**src/rtl/sn76489_multi_cpu_interface_pkg.sv**
```systemverilog
// Shared definitions for the SN76489 CPU write port: register codes, FSM states, reset values.
package sn76489_multi_cpu_interface_pkg;

  typedef enum logic [1:0] {ST_IDLE, ST_WAIT, ST_DONE} state_t;

  typedef enum logic [2:0] {
    REG_FREQ1      = 3'b000,
    REG_FREQ3      = 3'b001,
    REG_FREQ2      = 3'b010,
    REG_NOISE_CTRL = 3'b011,
    REG_ATT1       = 3'b100,
    REG_ATT3       = 3'b101,
    REG_ATT2       = 3'b110,
    REG_ATT_NOISE  = 3'b111
  } reg_code_t;

  localparam logic [3:0] ATT_RESET    = 4'hF;
  localparam logic [7:0] STEREO_RESET = 8'hFF;

  function automatic reg_code_t decode_code(input logic [7:0] d);
    return reg_code_t'({d[3], d[2], d[1]});
  endfunction

  // Latch bytes load the top nibble, data bytes the low six bits.
  function automatic logic [9:0] freq_upd(input logic [9:0] f, input logic [7:0] d, input logic latch);
    return latch ? {d[7:4], f[5:0]} : {f[9:6], d[7:2]};
  endfunction

endpackage

```
**src/rtl/sn76489_multi_cpu_interface_if.sv**
```systemverilog
// CPU-side write bus of the PSG port: data, port select, strobes and wait handshake.
interface sn76489_multi_cpu_interface_if #(parameter int NUM_PSG = 1);
  logic [7:0]         d;
  logic               a;
  logic               nWE;
  logic [NUM_PSG-1:0] nCE;
  logic               ready;

  modport master (output d, a, nWE, nCE, input ready);
  modport slave  (input d, a, nWE, nCE, output ready);
endinterface

```
**src/rtl/sn76489_multi_cpu_interface_reg_bank.sv**
```systemverilog
// One PSG register bank: latch/data byte decode, tone/att/noise/stereo registers, noise reset strobe.
module sn76489_reg_bank
  import sn76489_multi_cpu_interface_pkg::*;
#(
  parameter int STEREO_EN = 1
) (
  input  logic       clock,
  input  logic       nReset,
  input  logic       i_commit,
  input  logic [7:0] i_d,
  input  logic       i_a,
  output logic [9:0] o_freq1,
  output logic [9:0] o_freq2,
  output logic [9:0] o_freq3,
  output logic [3:0] o_att1,
  output logic [3:0] o_att2,
  output logic [3:0] o_att3,
  output logic [3:0] o_att_noise,
  output logic       o_noise_fb,
  output logic [1:0] o_noise_feed,
  output logic       o_noise_rst,
  output logic [7:0] o_stereo
);
  localparam bit STEREO_ON = (STEREO_EN != 0);

  reg_code_t  r_latched, w_code;
  logic       w_latch, w_psg;
  logic [9:0] r_freq1, r_freq2, r_freq3;
  logic [3:0] r_att1, r_att2, r_att3, r_att_noise;
  logic       r_nfb, r_noise_rst;
  logic [1:0] r_nfeed;
  logic [7:0] r_stereo;

  assign w_latch = i_d[0];
  assign w_psg   = ~(STEREO_ON & i_a);
  assign w_code  = w_latch ? decode_code(i_d) : r_latched;

  always_ff @(posedge clock or negedge nReset) begin
    if (!nReset) begin
      r_latched   <= REG_FREQ1;
      r_freq1     <= '0;
      r_freq2     <= '0;
      r_freq3     <= '0;
      r_att1      <= ATT_RESET;
      r_att2      <= ATT_RESET;
      r_att3      <= ATT_RESET;
      r_att_noise <= ATT_RESET;
      r_nfb       <= 1'b0;
      r_nfeed     <= 2'b00;
      r_noise_rst <= 1'b0;
      r_stereo    <= STEREO_RESET;
    end else begin
      r_noise_rst <= i_commit & w_psg & (w_code == REG_NOISE_CTRL);
      if (i_commit & ~w_psg) r_stereo <= i_d;
      if (i_commit & w_psg) begin
        if (w_latch) r_latched <= w_code;
        case (w_code)
          REG_FREQ1:      r_freq1     <= freq_upd(r_freq1, i_d, w_latch);
          REG_FREQ2:      r_freq2     <= freq_upd(r_freq2, i_d, w_latch);
          REG_FREQ3:      r_freq3     <= freq_upd(r_freq3, i_d, w_latch);
          REG_ATT1:       r_att1      <= i_d[7:4];
          REG_ATT2:       r_att2      <= i_d[7:4];
          REG_ATT3:       r_att3      <= i_d[7:4];
          REG_ATT_NOISE:  r_att_noise <= i_d[7:4];
          REG_NOISE_CTRL: begin
            r_nfeed <= i_d[7:6];
            r_nfb   <= i_d[5];
          end
          default: ;
        endcase
      end
    end
  end

  assign o_freq1      = r_freq1;
  assign o_freq2      = r_freq2;
  assign o_freq3      = r_freq3;
  assign o_att1       = r_att1;
  assign o_att2       = r_att2;
  assign o_att3       = r_att3;
  assign o_att_noise  = r_att_noise;
  assign o_noise_fb   = r_nfb;
  assign o_noise_feed = r_nfeed;
  assign o_noise_rst  = r_noise_rst;
  assign o_stereo     = STEREO_ON ? r_stereo : STEREO_RESET;

endmodule

```
**src/rtl/sn76489_multi_cpu_interface.sv**
```systemverilog
// Multi-PSG CPU write port: shared nWE wait FSM and counter, one register bank per chip enable.
module sn76489_multi_cpu_interface
  import sn76489_multi_cpu_interface_pkg::*;
#(
  parameter int NUM_PSG     = 1,
  parameter int WAIT_CYCLES = 32,
  parameter int STEREO_EN   = 1
) (
  input  logic                    clock,
  input  logic                    nReset,
  sn76489_multi_cpu_interface_if.slave bus,
  output logic [NUM_PSG*10-1:0]   freq1,
  output logic [NUM_PSG*10-1:0]   freq2,
  output logic [NUM_PSG*10-1:0]   freq3,
  output logic [NUM_PSG*4-1:0]    att1,
  output logic [NUM_PSG*4-1:0]    att2,
  output logic [NUM_PSG*4-1:0]    att3,
  output logic [NUM_PSG*4-1:0]    attNoise,
  output logic [NUM_PSG-1:0]      noiseFeedback,
  output logic [NUM_PSG*2-1:0]    noiseFeed,
  output logic [NUM_PSG-1:0]      noiseReset,
  output logic [NUM_PSG*8-1:0]    stereo
);
  localparam int CW = $clog2(WAIT_CYCLES + 1);
  localparam logic [CW-1:0] CNT_LAST = CW'(WAIT_CYCLES - 1);
  localparam logic [CW-1:0] CNT_MAX  = {CW{1'b1}};

  state_t        r_state, w_state_nxt;
  logic [CW-1:0] r_cnt, w_cnt_nxt;
  logic          w_commit, w_wr_low;

  assign w_wr_low = ~(&bus.nCE) & ~bus.nWE;

  always_ff @(posedge clock or negedge nReset) begin
    if (!nReset) begin
      r_state <= ST_IDLE;
      r_cnt   <= '0;
    end else begin
      r_state <= w_state_nxt;
      r_cnt   <= w_cnt_nxt;
    end
  end

  always_comb begin
    w_state_nxt = r_state;
    w_cnt_nxt   = r_cnt;
    w_commit    = 1'b0;
    case (r_state)
      ST_IDLE: if (w_wr_low) begin
        w_state_nxt = ST_WAIT;
        w_cnt_nxt   = CW'(1);
      end
      ST_WAIT: begin
        if (!w_wr_low) begin
          w_state_nxt = ST_IDLE;
          w_cnt_nxt   = '0;
        end else if (r_cnt == CNT_LAST) begin
          w_state_nxt = ST_DONE;
          w_commit    = 1'b1;
        end else if (r_cnt != CNT_MAX) begin
          w_cnt_nxt = r_cnt + CW'(1);
        end
      end
      ST_DONE: if (!w_wr_low) begin
        w_state_nxt = ST_IDLE;
        w_cnt_nxt   = '0;
      end
      default: begin
        w_state_nxt = ST_IDLE;
        w_cnt_nxt   = '0;
      end
    endcase
  end

  assign bus.ready = (r_state == ST_DONE) | ((r_state == ST_IDLE) & (&bus.nCE));

  // A single commit is broadcast to every bank whose chip enable is low.
  for (genvar gi = 0; gi < NUM_PSG; gi++) begin : g_bank
    sn76489_reg_bank #(.STEREO_EN(STEREO_EN)) u_bank (
      .clock        (clock),
      .nReset       (nReset),
      .i_commit     (w_commit & ~bus.nCE[gi]),
      .i_d          (bus.d),
      .i_a          (bus.a),
      .o_freq1      (freq1[gi*10 +: 10]),
      .o_freq2      (freq2[gi*10 +: 10]),
      .o_freq3      (freq3[gi*10 +: 10]),
      .o_att1       (att1[gi*4 +: 4]),
      .o_att2       (att2[gi*4 +: 4]),
      .o_att3       (att3[gi*4 +: 4]),
      .o_att_noise  (attNoise[gi*4 +: 4]),
      .o_noise_fb   (noiseFeedback[gi]),
      .o_noise_feed (noiseFeed[gi*2 +: 2]),
      .o_noise_rst  (noiseReset[gi]),
      .o_stereo     (stereo[gi*8 +: 8])
    );
  end

endmodule

```
**src/flat_wrapper.sv**
```systemverilog
// flat-port wrapper written by rule: the top's interface ports become plain ports
module sn76489_multi_cpu_interface_flat import sn76489_multi_cpu_interface_pkg::*;
#(
  parameter int NUM_PSG     = 1,
  parameter int WAIT_CYCLES = 32,
  parameter int STEREO_EN   = 1
)
  (clock, nReset, freq1, freq2, freq3, att1, att2, att3, attNoise, noiseFeedback, noiseFeed, noiseReset, stereo, bus_d, bus_a, bus_nWE, bus_nCE, bus_ready);
  sn76489_multi_cpu_interface_if #(.NUM_PSG(NUM_PSG)) bus_i ();
  input  logic clock;
  input  logic nReset;
  output logic [NUM_PSG*10-1:0] freq1;
  output logic [NUM_PSG*10-1:0] freq2;
  output logic [NUM_PSG*10-1:0] freq3;
  output logic [NUM_PSG*4-1:0] att1;
  output logic [NUM_PSG*4-1:0] att2;
  output logic [NUM_PSG*4-1:0] att3;
  output logic [NUM_PSG*4-1:0] attNoise;
  output logic [NUM_PSG-1:0] noiseFeedback;
  output logic [NUM_PSG*2-1:0] noiseFeed;
  output logic [NUM_PSG-1:0] noiseReset;
  output logic [NUM_PSG*8-1:0] stereo;
  input wire logic [$bits(bus_i.d)-1:0] bus_d;
  input wire logic [$bits(bus_i.a)-1:0] bus_a;
  input wire logic [$bits(bus_i.nWE)-1:0] bus_nWE;
  input wire logic [$bits(bus_i.nCE)-1:0] bus_nCE;
  output wire logic [$bits(bus_i.ready)-1:0] bus_ready;
  assign bus_i.d = bus_d;
  assign bus_i.a = bus_a;
  assign bus_i.nWE = bus_nWE;
  assign bus_i.nCE = bus_nCE;
  assign bus_ready = bus_i.ready;
  sn76489_multi_cpu_interface #(.NUM_PSG(NUM_PSG), .WAIT_CYCLES(WAIT_CYCLES), .STEREO_EN(STEREO_EN)) u_core (.clock(clock), .nReset(nReset), .bus(bus_i), .freq1(freq1), .freq2(freq2), .freq3(freq3), .att1(att1), .att2(att2), .att3(att3), .attNoise(attNoise), .noiseFeedback(noiseFeedback), .noiseFeed(noiseFeed), .noiseReset(noiseReset), .stereo(stereo));
endmodule
```
**config.mk**
```make
export PLATFORM = sky130hd
export DESIGN_NAME = sn76489_multi_cpu_interface_flat
export DESIGN_NICKNAME = d
export VERILOG_FILES = /design/src/rtl/sn76489_multi_cpu_interface_pkg.sv /design/src/rtl/sn76489_multi_cpu_interface_if.sv /design/src/rtl/sn76489_multi_cpu_interface_reg_bank.sv /design/src/rtl/sn76489_multi_cpu_interface.sv /design/src/flat_wrapper.sv
export SDC_FILE = /design/constraint.sdc
export NUM_CORES = 1
export LEC_CHECK = 0
export BUFFER_PORTS_ARGS = -buffer_cell sky130_fd_sc_hd__buf_2
export CAP_MARGIN = 10
export CORE_ASPECT_RATIO = 1.25
export CORE_MARGIN = 1
export CORE_UTILIZATION = 40
export CTS_BUF_LIST = sky130_fd_sc_hd__clkbuf_2 sky130_fd_sc_hd__clkbuf_4 sky130_fd_sc_hd__clkbuf_8
export DETAILED_ROUTE_END_ITERATION = 12
export GPL_TIMING_DRIVEN = 0
export SYNTH_ARGS = -nofsm -noshare
export SYNTH_HDL_FRONTEND = slang
export SYNTH_SLANG_ARGS = --single-unit
```
**constraint.sdc**
```tcl
create_clock -name clock -period 2.1 [get_ports clock]
set_clock_uncertainty 0.15 [all_clocks]
set_input_delay 0.21 -clock clock [delete_from_list [all_inputs] [get_ports clock]]
set_output_delay 0.21 -clock clock [all_outputs]
set_load 0.1 [all_outputs]
```
# Yosys cells after proc, flatten, opt, wreduce, memory -nomap -nowiden
# Index checks and enable logic that the tools add are counted.
# op_classes
n_reduce_logical	16
n_bitwise	11
n_addsub	1
muxes	15
eq_ne	16
# op_table
cell	count
2-to-1 mux 6 bit	5
AND reduction 3 bit	7
one-hot mux 6 bit (3 select lines)	1
equality test 3 bit, second input constant	4
AND reduction 2 bit	6
!= test 3 bit, second input constant	3
2-to-1 mux 2 bit	4
adder 6 x 1 -> 6 bit, second input constant	1
AND 1 bit	6
equality test 3 x 2 -> 1 bit, second input constant	2
equality test 6 x 5 -> 1 bit, second input constant	1
!= test 6 bit, second input constant	1
one-hot mux 2 bit (3 select lines)	1
NOT 1 bit	4
AND reduction 4 bit	1
equality test 3 x 1 -> 1 bit, second input constant	1
logical NOT 3 bit	1
2-to-1 mux 1 bit	3
2-to-1 mux 3 bit	1
equality test 2 x 1 -> 1 bit, second input constant	1
equality test 2 bit, second input constant	1
logical NOT 2 bit	1
!= test 2 x 1 -> 1 bit, second input constant	1
!= test 2 bit, second input constant	1
OR 1 bit	1
# word_totals
in_bits	13
reg_bits	69
output_inout_bits	59

# Longest topological paths before layout
# depth
word_depth	7
depth_mapped	6
depth_no_buf	5

# Cells and area by module
# From an unflattened synthesis, not the netlist that was laid out.
# unflattened
hier_cells	208
area_unflattened_um2	3140.5
# by_module_without_submodules
module	area_each_um2	n_inst	seq_area_each_um2	cells_per_inst
sn76489_reg_bank	2626.3	1	1556.5	155
sn76489_multi_cpu_interface	514.2	1	200.2	53

# Least setup slack after synthesis
# No wires, ideal clock.
# synth_timing
path_kind	reg2out
from	register u_core.r_state[1]
to	output bus_ready
path_buffers	2
stages_incl_launch_ff	5
setup_slack_ns	-0.400
required_ns	1.740
arrival_ns	2.140
cell_sequence	dfrtp_1 clkbuf_1 clkbuf_1 nor2_1 nor2_1
# synth_between
elab_chain_len	3
word_cells_on_any_way	4
cone_classes	eq/ne (1); bitwise (2); reduce/logical (1)
# synth_lines
element	line_no	text
start, declared	sn76489_multi_cpu_interface.sv:28	state_t r_state, w_state_nxt;
start signal, assigned	sn76489_multi_cpu_interface.sv:39	r_state <= w_state_nxt;
logical NOT 2 bit	sn76489_multi_cpu_interface.sv:75	assign bus.ready = (r_state == ST_DONE) | ((r_state == ST_IDLE) & (&bus.nCE));
AND 1 bit	sn76489_multi_cpu_interface.sv:75	
OR 1 bit (*)	sn76489_multi_cpu_interface.sv:75	
end, declared	flat_wrapper.sv:27	output wire logic [$bits(bus_i.ready)-1:0] bus_ready;
# Mark *: on every way between the ends. The rest lies on a longest branch, timed or not.

# Final worst setup path
# layout_timing
from	register u_core.r_cnt[1]
to	register u_core.g_bank[0].u_bank.r_freq3[0]
# layout_between
elab_chain_len	7
# layout_lines
element	line_no	text
start, declared	sn76489_multi_cpu_interface.sv:29	logic [CW-1:0] r_cnt, w_cnt_nxt;
start signal, assigned	sn76489_multi_cpu_interface.sv:40	r_cnt <= w_cnt_nxt;
equality test 6 x 5 -> 1 bit	sn76489_multi_cpu_interface.sv:57	end else if (r_cnt == CNT_LAST) begin
2-to-1 mux 1 bit	sn76489_multi_cpu_interface.sv:57	
2-to-1 mux 1 bit	sn76489_multi_cpu_interface.sv:54	if (!w_wr_low) begin
2-to-1 mux 1 bit	sn76489_multi_cpu_interface.sv:48	case (r_state)
AND 1 bit	sn76489_multi_cpu_interface.sv:82	.i_commit (w_commit & ~bus.nCE[gi]),
AND 1 bit	sn76489_multi_cpu_interface_reg_bank.sv:55	if (i_commit & w_psg) begin
AND reduction 3 bit (no source line)	-	
end signal, assigned	sn76489_multi_cpu_interface_reg_bank.sv:60	REG_FREQ3: r_freq3 <= freq_upd(r_freq3, i_d, w_latch);
end, declared	sn76489_multi_cpu_interface_reg_bank.sv:28	logic [9:0] r_freq1, r_freq2, r_freq3;
# No other way between the ends.
# A chain may end at the register's enable or synchronous reset.

==> impl_metrics.yaml <==
status:
  status: "complete, but fails checks"
  violations: "negative setup slack"
synth:
  synth-edff-count: 0
  postSynth.asyncResetShare: 1.00
  syn_avg_cell_area_um2: 13.6
  ys_ff_latch: 69
  yosysWarnings: 0
  ys_types: 44
  synth_cells: 222
  synth_nets: 236
  ys_seq_area_frac: 0.581
  synthesis.area_um2: 3030
  synthFlopType: "dfrtp_1"
placement:
  place_ws_ns: -0.364
  portBuffers: 69
  placed_area_um2: 3520
  gp_congestion: 0.850
  place_hpwl_um: 4570
  dp_cells: 383
setup_path:
  rr_worst_depth: 6
  cp_data_arrival_time_ns: 2.22
  r2r-start: "u_core.r_cnt[1]"
  critPathCaptureType: "register"
  r2r-end: "u_core.g_bank[0].u_bank.o_freq3[0]"
  cp-start-kind: "register"
  rrSetupSlack_ns: -0.04
  critPathRequiredTime_ns: 2.18
  crit_fanout: 6
  critPathKind: "reg -> reg"
cts:
  clkTransAtPathRegs_ns: 0.08
  clock_latency_ns: 0.34
  cts.htree.levels: 3
  cts_tree: "built"
  clockRootBuffer: "clkbuf_8"
  clk_path_buf_depth: 2
  numCtsBuffers: 9
  cts.sinks: 69
cells_and_area:
  fin_area_um2: 3940
  fillCellCount: 658
  final_core_util: 0.535
  drive_gt1_frac: 0.623
  nets: 333
  diodes: 0
  layout_commonest_cell: "buf_2"
  regArea_um2: 1760
  multi_input_area_um2: 1290
  layout_common_cells: "buf_2 (67), mux2_2 (49), dfrtp_1 (42)"
  fin_cells: 416
  syn_to_final_growth_pct: 30.1
timing:
  setup_ws_ns: -0.0351
  worst_hold_slack_ns: 0.0534
  hold_viol: 0
  drv_slew: 0
  finalSetupViolations: 10
  tns_ns: -0.162
  worst_pin_slew_ns: 0.872
  rsz0062_at_grt: "yes"
  relSlewSlack: 0.419
  fmax_ghz: 0.468
  fin_crit_sh: 1.02
  fin_crit_ns: 2.14
global_route:
  overflow: 0
  antenna_found_initial: 0
  grt_usage: 0.188
  grt_first_pass_wirelength_um: 11000
  grt_max_degree: 70
  grt_pass1_vias: 2138
detailed_routing:
  route.detailed.drc: 0
  drt_wl_total_um: 6790
  first_iter_violations: 105
  wl_met3_um: 262
  viasPerCell: 5.19
  wl_met1_um: 3010
  vias: 2161
  dr.max_layer_used: "met4"
  antenna_left: 0
  dr.pass1.iters: 6
  wl_per_cell_um: 16.3
  wl_met2_um: 3420
floorplan:
  ios: 72
  die_w_um: 79.8
  start_util: 0.411
  rows: 35
  dieArea_um2: 7920
  die_h_um: 99.2
  fp.coreArea_um2: 7360
power:
  power_density_nw_per_um2: 671
  ir_drop_mv: 0.430
  p_leak_nw: 2.00
  fin_total_pwr_mw: 2.64
worst_hold_path:
  whs_endpoint: "u_core.g_bank[0].u_bank.o_stereo[1]"
  whs_path_depth: 2
  hp-start: "bus_d[1]"
  min_path_type: "in -> reg"
flow_run:
  drv_cap: 0
worst max-delay path by stage:
stage / startpoint / to / slack (ns)
final: u_core.r_cnt[1] / u_core.g_bank[0].u_bank.o_freq3[0] / -0.04
after global routing: u_core.r_cnt[1] / u_core.g_bank[0].u_bank.o_freq2[7] / -0.16
after detailed placement: u_core.r_cnt[0] / u_core.g_bank[0].u_bank.o_stereo[1] / -0.36
after CTS: u_core.r_cnt[1] / u_core.g_bank[0].u_bank.o_freq2[6] / -0.04
after global placement: u_core.r_cnt[0] / u_core.g_bank[0].u_bank.o_stereo[0] / -0.35
after floorplan: u_core.r_state[1] / u_core.g_bank[0].u_bank.o_freq3[0] / -0.1
cells in the mapped netlist, drive strengths merged, types with 3 or more instances:
cell type  number  area share
mux2           60        0.22
dfrtp          45        0.37
dfstp          24        0.21
clkbuf          9       0.011
nand2           8      0.0099
nor2            8      0.0099
nand3           7       0.012
o21ai           6      0.0099
a21oi           5      0.0083
nand4           4      0.0083
inv             3      0.0037
nand2b          3      0.0062
nor4            3       0.011
final cells by class:
cell class                      count  share of cell area
Sequential cell                    69               0.447
Multi-Input combinational cell    139               0.329
Timing Repair Buffer               88               0.128
Clock buffer                       10              0.0350
Tap cell                           92              0.0293
Clock inverter                      6              0.0156
Buffer                              9              0.0124
Inverter                            3             0.00286
per-layer routing:
| metal | vias to the layer above | GRT usage |
|---|---|---|
| li1 | 1016 | - |
| met1 | 1087 | 0.239 |
| met2 | 50 | 0.302 |
| met3 | 8 | 0.0440 |
| met4 | 0 | 0.0852 |
| met5 | - | 0 |
cell families after synthesis:
logic type               synth area share
adder cells (fa/ha/maj)           0.00413
buffers and inverters              0.0198
XOR/XNOR                          0.00290
flip-flops                          0.581
multiplexers                        0.230
AND/OR/NAND/NOR                     0.110
AO/OA/AOI/OAI                      0.0521
state kept, by name (all words and copies together) (netlist names):
name / cells
u_core.g_bank.u_bank.r_latched: 3
u_core.g_bank.u_bank.o_noise_rst: 1
u_core.g_bank.u_bank.o_att_noise: 4
u_core.g_bank.u_bank.o_att3: 4
u_core.g_bank.u_bank.o_freq1: 10
u_core.g_bank.u_bank.o_stereo: 8
u_core.g_bank.u_bank.o_noise_fb: 1
u_core.r_cnt: 6
u_core.g_bank.u_bank.o_att2: 4
u_core.g_bank.u_bank.o_freq2: 10
u_core.g_bank.u_bank.o_freq3: 10
u_core.g_bank.u_bank.o_noise_feed: 2
u_core.g_bank.u_bank.o_att1: 4
u_core.r_state: 2
what timing repair did:
action | CTS | global route
setup buffers | 11 | 3
pin swaps | 4 | 1
hold buffers | 5 | 0
setup endpoints to repair | 61 | 61
hold endpoints to repair | 52 | 0
gates resized for setup | 14 | 5
power by group:
part / leakage [nW] / internal (mW) / total, mW / switching, mW
combinational: 1.03 / 0.0618 / 0.196 / 0.135
clock: 0.102 / 0.579 / 1.09 / 0.513
sequential: 0.867 / 1.34 / 1.35 / 0.0110
total: 2.00 / 1.98 / 2.64 / 0.659
worst max-delay path, cell delays in order, from the launching register on:
cell and delay (ns):
dfrtp_1 0.40, ha_4 0.15, nand4_1 0.24, nor4_4 0.34, and4bb_2 0.28, buf_6 0.14, mux2_2 0.33
No activity file was read; power rests on OpenSTA's default activity.
